<file path="config.mk">
export PLATFORM = sky130hd
export DESIGN_NAME = mem_wb_stage
export DESIGN_NICKNAME = d
export VERILOG_FILES = /design/src/rtl/mips_defs.sv /design/src/rtl/load_ext.sv /design/src/rtl/mem_wb_stage.sv
export SDC_FILE = /design/constraint.sdc
export NUM_CORES = 1
export LEC_CHECK = 0
export ABC_CLOCK_PERIOD_IN_PS = 5700
export BUFFER_PORTS_ARGS = -buffer_cell sky130_fd_sc_hd__buf_2
export CORE_MARGIN = 4
export CORE_UTILIZATION = 50
export CTS_BUF_LIST = sky130_fd_sc_hd__clkbuf_4
export DETAILED_ROUTE_END_ITERATION = 7
export PLACE_DENSITY = 0.77
export SLEW_MARGIN = 20
export SYNTH_ARGS = -nofsm -noshare
export SYNTH_HDL_FRONTEND = slang
export SYNTH_SLANG_ARGS = --single-unit
export TNS_END_PERCENT = 30
</file>
<file path="constraint.sdc">
create_clock -name Clock -period 5.7 [get_ports Clock]
set_clock_uncertainty 0.05 [all_clocks]
set_input_delay 0.285 -clock Clock [delete_from_list [all_inputs] [get_ports Clock]]
set_output_delay 0.285 -clock Clock [all_outputs]
set_load 0.05 [all_outputs]
</file>
<file path="src/rtl/mips_defs.sv">
// Shared encodings for the MIPS core pipeline.
//   WDSEL_* : write-back data source select codes
//   LT_*    : load extension type codes
package mips_defs;

  localparam logic [1:0] WDSEL_ALU  = 2'd0;
  localparam logic [1:0] WDSEL_MEM  = 2'd1;
  localparam logic [1:0] WDSEL_LINK = 2'd2;

  localparam logic [2:0] LT_LW  = 3'd0;
  localparam logic [2:0] LT_LB  = 3'd1;
  localparam logic [2:0] LT_LBU = 3'd2;
  localparam logic [2:0] LT_LH  = 3'd3;
  localparam logic [2:0] LT_LHU = 3'd4;

  // Raw W-stage contents; load extension and the WD mux are applied after the register.
  typedef struct packed {
    logic        valid;
    logic        regwrite;
    logic [4:0]  wa;
    logic [1:0]  wdsel;
    logic [2:0]  loadtype;
    logic [1:0]  off;
    logic [31:0] alu;
    logic [31:0] mem;
    logic [31:0] pc;
  } w_state_t;

endpackage

</file>
<file path="src/rtl/load_ext.sv">
// Load-data extension (combinational, little-endian byte lanes).
//   raw_i     : raw 32-bit word from data memory
//   off_i     : byte offset (data address [1:0])
//   ld_type_i : load type code (LT_*)
//   ext_o     : extended value for write-back
module load_ext
  import mips_defs::*;
(
  input  logic [31:0] raw_i,
  input  logic [1:0]  off_i,
  input  logic [2:0]  ld_type_i,
  output logic [31:0] ext_o
);

  logic [7:0]  byte_sel;
  logic [15:0] half_sel;

  always_comb begin
    byte_sel = raw_i[7:0];
    unique case (off_i)
      2'd0: byte_sel = raw_i[7:0];
      2'd1: byte_sel = raw_i[15:8];
      2'd2: byte_sel = raw_i[23:16];
      2'd3: byte_sel = raw_i[31:24];
      default: byte_sel = raw_i[7:0];
    endcase
    // Halfword selection ignores off_i[0].
    half_sel = off_i[1] ? raw_i[31:16] : raw_i[15:0];
  end

  always_comb begin
    ext_o = raw_i;
    case (ld_type_i)
      LT_LB:   ext_o = {{24{byte_sel[7]}}, byte_sel};
      LT_LBU:  ext_o = {24'd0, byte_sel};
      LT_LH:   ext_o = {{16{half_sel[15]}}, half_sel};
      LT_LHU:  ext_o = {16'd0, half_sel};
      default: ext_o = raw_i; // LW and undefined codes pass the word through
    endcase
  end

endmodule

</file>
<file path="src/rtl/mem_wb_stage.sv">
// W-stage pipeline register and write-back datapath.
//   Clock, Reset (sync, active-high), Stall, Flush : control
//   M_*      : M-stage results captured into the W stage
//   RegWrite, WA, WD, WPC : register-file write port / forwarding value
//   W_Valid  : W slot holds a real instruction
module mem_wb_stage
  import mips_defs::*;
#(
  parameter logic [31:0] RESET_PC    = 32'h0000_3000,
  parameter logic [31:0] LINK_OFFSET = 32'd8
) (
  input  logic        Clock,
  input  logic        Reset,
  input  logic        Stall,
  input  logic        Flush,
  input  logic        M_Valid,
  input  logic [31:0] M_PC,
  input  logic        M_RegWrite,
  input  logic [4:0]  M_WA,
  input  logic [1:0]  M_WDSel,
  input  logic [2:0]  M_LoadType,
  input  logic [1:0]  M_ByteOff,
  input  logic [31:0] M_ALUOut,
  input  logic [31:0] M_MemRD,
  output logic        RegWrite,
  output logic [4:0]  WA,
  output logic [31:0] WD,
  output logic [31:0] WPC,
  output logic        W_Valid
);

  w_state_t st_q, st_d;
  w_state_t bubble;
  logic [31:0] load_data;

  always_comb begin
    bubble          = '0;
    bubble.pc       = RESET_PC;
  end

  // Flush beats Stall; Reset is applied in the register itself.
  always_comb begin
    st_d = st_q;
    if (Flush) begin
      st_d = bubble;
    end else if (!Stall) begin
      st_d.valid    = M_Valid;
      st_d.regwrite = M_RegWrite;
      st_d.wa       = M_WA;
      st_d.wdsel    = M_WDSel;
      st_d.loadtype = M_LoadType;
      st_d.off      = M_ByteOff;
      st_d.alu      = M_ALUOut;
      st_d.mem      = M_MemRD;
      st_d.pc       = M_PC;
    end
  end

  always_ff @(posedge Clock) begin
    if (Reset) begin
      st_q <= bubble;
    end else begin
      st_q <= st_d;
    end
  end

  load_ext u_load_ext (
    .raw_i     (st_q.mem),
    .off_i     (st_q.off),
    .ld_type_i (st_q.loadtype),
    .ext_o     (load_data)
  );

  always_comb begin
    WD = 32'd0;
    case (st_q.wdsel)
      WDSEL_ALU:  WD = st_q.alu;
      WDSEL_MEM:  WD = load_data;
      WDSEL_LINK: WD = st_q.pc + LINK_OFFSET;
      default:    WD = 32'd0;
    endcase
  end

  // $0 is hard-wired zero and must never be written.
  assign RegWrite = st_q.valid & st_q.regwrite & (st_q.wa != 5'd0);
  assign WA       = st_q.wa;
  assign WPC      = st_q.pc;
  assign W_Valid  = st_q.valid;

endmodule

</file>
# Word-level counts from Yosys, hierarchy flattened

Cells that the tools add are included.

Output and inout port bits: 71
Flip-flop bits (word level): 110
Bits of input ports: 114

Muxes and demuxes: 4
Equality and inequality tests: 9
$add $sub $neg: 1
Reduce and logical (&&, ||, !) cells: 4
Bitwise logic cells: 2

Operators with widths:

| operator                                                        | number |
|---|---|
| 32-bit case mux with 4 select lines                             | 1 |
| 32-bit case mux with 3 select lines                             | 1 |
| 32-bit by 4-bit adder with 32-bit output, second input constant | 1 |
| 8-bit case mux with 4 select lines                              | 1 |
| 16-bit two-way mux                                              | 1 |
| 2-bit == test, second input constant                            | 3 |
| 3-bit by 2-bit == test with 1-bit output, second input constant | 2 |
| 5-bit nonzero test                                              | 1 |
| 2-bit by 1-bit == test with 1-bit output, second input constant | 2 |
| 2-bit logical NOT                                               | 2 |
| 3-bit by 1-bit == test with 1-bit output, second input constant | 1 |
| 3-bit == test, second input constant                            | 1 |
| 1-bit AND                                                       | 2 |
| 2-bit OR reduction                                              | 1 |

# Depth between registers and ports, before layout

Depth after elaboration: 4
Mapped depth: 8

# Cells and area by module

From an unflattened synthesis, not the netlist that was laid out.

Cell total of the unflattened synthesis: 678
Area, all modules: 6268.5 um2

By module, submodules not included:

| module       | cells an instance | area an instance (um2) | times used |
|---|---|---|---|
| mem_wb_stage | 579               | 5385.2                 | 1 |
| load_ext     | 99                | 883.3                  | 1 |

# Worst setup path after synthesis

No wires, ideal clock.

Kind: reg-to-output
From: register st_q, in the netlist WPC[3]
To: output WD[21]
Path slack: 2.601 ns
Required time: 5.365 ns
Arrival time: 2.764 ns
Stages on the path, launching flop included: 8
Buffers on the path: 1
Path through: dfxtp_1 -> ha_1 -> nand3_1 -> or4_1 -> buf_4 -> nor3_1 -> nor3_1 -> o32ai_1

Longest elaborated chain between the ends: 2

RTL lines:

| what                                     | line               | RTL |
|---|---|---|
| start: declaration                       | mem_wb_stage.sv:32 | `w_state_t st_q, st_d;` |
| start signal: assignment                 | mem_wb_stage.sv:61 | `st_q <= bubble;` |
| start signal: assignment                 | mem_wb_stage.sv:63 | `st_q <= st_d;` |
| 32-bit by 4-bit adder with 32-bit output | mem_wb_stage.sv:79 | `WDSEL_LINK: WD = st_q.pc + LINK_OFFSET;` |
| 32-bit case mux with 3 select lines      | mem_wb_stage.sv:76 | `case (st_q.wdsel)` |
| end: declaration                         | mem_wb_stage.sv:27 | `output logic [31:0] WD,` |

Every way passes these cells.

# Final worst setup path

From: register st_q[101] (netlist bit)
To: output WD[17]

Longest elaborated chain between the ends: 2
Elaborated cells between the ends (all ways): 4
Those cells by class: eq/ne: 2; mux: 1; reduce/logical: 1

RTL lines:

| what                                        | line |
|---|---|
| 2-bit == test, or another cell as far along | mem_wb_stage.sv:76 |
| 32-bit case mux with 3 select lines *       | mem_wb_stage.sv:76 |

Every way passes the cells marked *; elsewhere a longest branch is shown, timed or not.

==> impl_metrics.env <==
export IMPL_grt_util_all_layers=0.2913
export IMPL_ios=185
export IMPL_num_vias=5902
export IMPL_synth_nets=796
export IMPL_outcome="finished clean"
export IMPL_yosysTopAreaCellShare=0.3719
export IMPL_netlist_area_um2=5921
export IMPL_cts_buffers_inserted=9
export IMPL_root_buffer="clkbuf_4"
export IMPL_core_um2=11520
export IMPL_grt_pass1_vias=5868
export IMPL_cap_violations=0
export IMPL_area_delta_synth_final_pct=32.21
export IMPL_tightest_slew_ns=1.050
export IMPL_final_setup_viol_count=0
export IMPL_avgSynthCellArea_um2=8.694
export IMPL_netlist_instances=681
export IMPL_critPathRequiredTime_ns=5.37
export IMPL_min_delay_path_class="in -> reg"
export IMPL_cts_sinks=110
export IMPL_n_fill_cell=879
export IMPL_firstDrtPassIters=5
export IMPL_synth_cell_types=47
export IMPL_ant_nets=0
export IMPL_antenna_found_initial=0
export IMPL_dieArea_um2=13650
export IMPL_setup_tns_final_ns=0
export IMPL_nets=1020
export IMPL_htreeDepth=3
export IMPL_rows=39
export IMPL_cts_path_max_buffers=2
export IMPL_power_leakage_nw=3.547
export IMPL_worstPathArrival_ns=3.44
export IMPL_multi_input_area_um2=3243
export IMPL_place_congestion=0.9703
export IMPL_final_cell_area_um2=7828
export IMPL_worst_slack_ns=1.923
export IMPL_clk_pin_slew_ns=0.16
export IMPL_cp_max_fo=25
export IMPL_crit_path_top_delay_cell="dfxtp_1"
export IMPL_period_share=0.6627
export IMPL_drive_gt1_frac=0.2453
export IMPL_tritoncts="done"
export IMPL_io_buffers=184
export IMPL_crit_type="reg -> out"
export IMPL_wl_um=20050
export IMPL_synth_area_top_cells="dfxtp_1 (37%), mux2i_1 (19%), nor2_1 (9.1%), buf_4 (4.8%), mux2_2 (2.9%)"
export IMPL_drt_iter0_markers=552
export IMPL_rsz0062_at_grt="false"
export IMPL_async_flop_share=0
export IMPL_initial_utilization=0.5141
export IMPL_die_x_um=116.8
export IMPL_final_seq_area_um2=2202
export IMPL_vdd_ir_drop_worst_mv=0.1060
export IMPL_crit_chain="nor2b_1 -> o2111ai_1 -> buf_4 -> o21bai_1 -> o211ai_1 -> buf_2"
export IMPL_synthTopCellsByCount="nor2_1 (144), mux2i_1 (115), dfxtp_1 (110), buf_4 (38), clkbuf_1 (36)"
export IMPL_diodes=0
export IMPL_place_ws_ns=2.564
export IMPL_cpPeakStageDelay_ns=0.95
export IMPL_grt_first_pass_wirelength_um=30750
export IMPL_finalHoldViolCount=0
export IMPL_fmax_ghz=0.2647
export IMPL_synth_edf_count=0
export IMPL_holdWs_ns=0.01994
export IMPL_power_density_nw_per_um2=198.1
export IMPL_finalPower_mw=1.550
export IMPL_clock_latency_ns=0.47
export IMPL_grt_max_degree=109
export IMPL_dieHeight_um=116.8
export IMPL_grt_overflow_total=0
export IMPL_synthFlopType="dfxtp_1"
export IMPL_yosysSeqAreaShare=0.3719
export IMPL_wl_per_cell_um=19.06
export IMPL_layout_min_cycle_time_ns=3.777
export IMPL_drc=0
export IMPL_yosysMostFrequentCell="nor2_1"
export IMPL_dp_hpwl_um=13200
export IMPL_max_slew_margin=0.2935
export IMPL_cp_start_kind="flip-flop"
export IMPL_ys_seq_elements=110
export IMPL_post_drt_via_cell_ratio=5.610
export IMPL_synth_largest_area_cell="dfxtp_1"
export IMPL_critPathCaptureType="primary output"
export IMPL_slew_viol_final=0
export IMPL_ys_warn_count=0
export IMPL_placed_cell_area_um2=6593
==> worst max-delay path, delay by kind of cell (launching register included) <==
kind | cells | cell delay (ns)
and+or+nand+nor | 1 | 0.87
AOI/OAI and AO/OA | 3 | 0.57
DFF | 1 | 0.95
buffers and inverters | 2 | 0.57
==> worst paths after layout <==
check	to	slack [ns]	depth (start not counted)	from
worst max-delay path	WD[17]	1.92	6	st_q[101]
worst min-delay path	st_q[89]	0.02	3	M_ALUOut[25]
worst max register to register	st_q[102]	4.26	2	st_q[102]
worst min register to register	st_q[95]	0.47	2	st_q[95]
==> cell families after synthesis <==
logic type / Yosys count / synth area share
AND/OR/NAND/NOR: 223 / 0.1682
multiplexers: 131 / 0.2268
flip-flops: 110 / 0.3719
AO/OA/AOI/OAI: 97 / 0.1101
buffers and inverters: 94 / 0.08390
XOR/XNOR: 25 / 0.03698
adder cells (fa/ha/maj): 1 / 0.002113
==> power by group <==
| part | internal, mW | switching, mW | total [mW] | leakage, nW |
|---|---|---|---|---|
| clock network | 0.0890 | 0.258 | 0.347 | 0.0533 |
| logic | 0.161 | 0.212 | 0.372 | 2.60 |
| registers | 0.795 | 0.0365 | 0.831 | 0.897 |
==> cell usage in the layout, fill, tap and decap left out, drive strengths merged, types with 3 or more instances in the layout <==
cell         synthesis  layout
inv                 10      10
nor2b                5       5
o21a                 5       5
o221ai              11      11
dlygate4sd3          0     110
nand2b               3       3
nor3                 9       9
xnor2               10      10
nor2               144     144
o21ai               24      24
buf                 48     187
nor4                 3       3
a21oi               17      17
mux2                15      15
o22ai                9       9
a22oi                8       8
clkinv               0       3
a221oi               6       6
o32ai                4       4
xor2                15      15
nand3               15      15
nand2               24      24
a211o                4       4
mux2i              115     115
nand4               10      10
dfxtp              110     110
clkbuf              36      10
==> layout make-up <==
type | instances | area share
Inverter | 10 | 0.004795
Clock buffer | 10 | 0.009591
Timing Repair Buffer | 297 | 0.2636
Clock inverter | 5 | 0.003517
Tap cell | 143 | 0.02286
Sequential cell | 110 | 0.2813
Multi-Input combinational cell | 477 | 0.4143
==> registers in the layout, indices dropped and copies added, names as in the netlist <==
name / cells
st_q: 72
WPC: 32
WA: 5
W_Valid: 1
==> timing repair <==
action | CTS | global route
endpoints found under the hold margin | 108 | 0
buffers inserted | 0 | 0
resized for setup | 0 | 0
hold buffers | 110 | 0
==> metrics by stage <==
step / cells / util
floorplan: 681 / -
global placement: 926 / 0.5725
detailed placement: 926 / 0.5725
CTS: 1051 / 0.6770
global route: 1052 / 0.6797
finish: 1052 / 0.6797
==> metal layers <==
| metal | up-vias | global-route usage | routed length, µm |
|---|---|---|---|
| li1 | 2797 | - | - |
| met1 | 2727 | 0.3642 | 7934 |
| met2 | 314 | 0.4824 | 9550 |
| met3 | 64 | 0.06015 | 1760 |
| met4 | 0 | 0.1361 | 802 |
| met5 | - | 0 | 0 |
(Power assumes the default switching activity.)
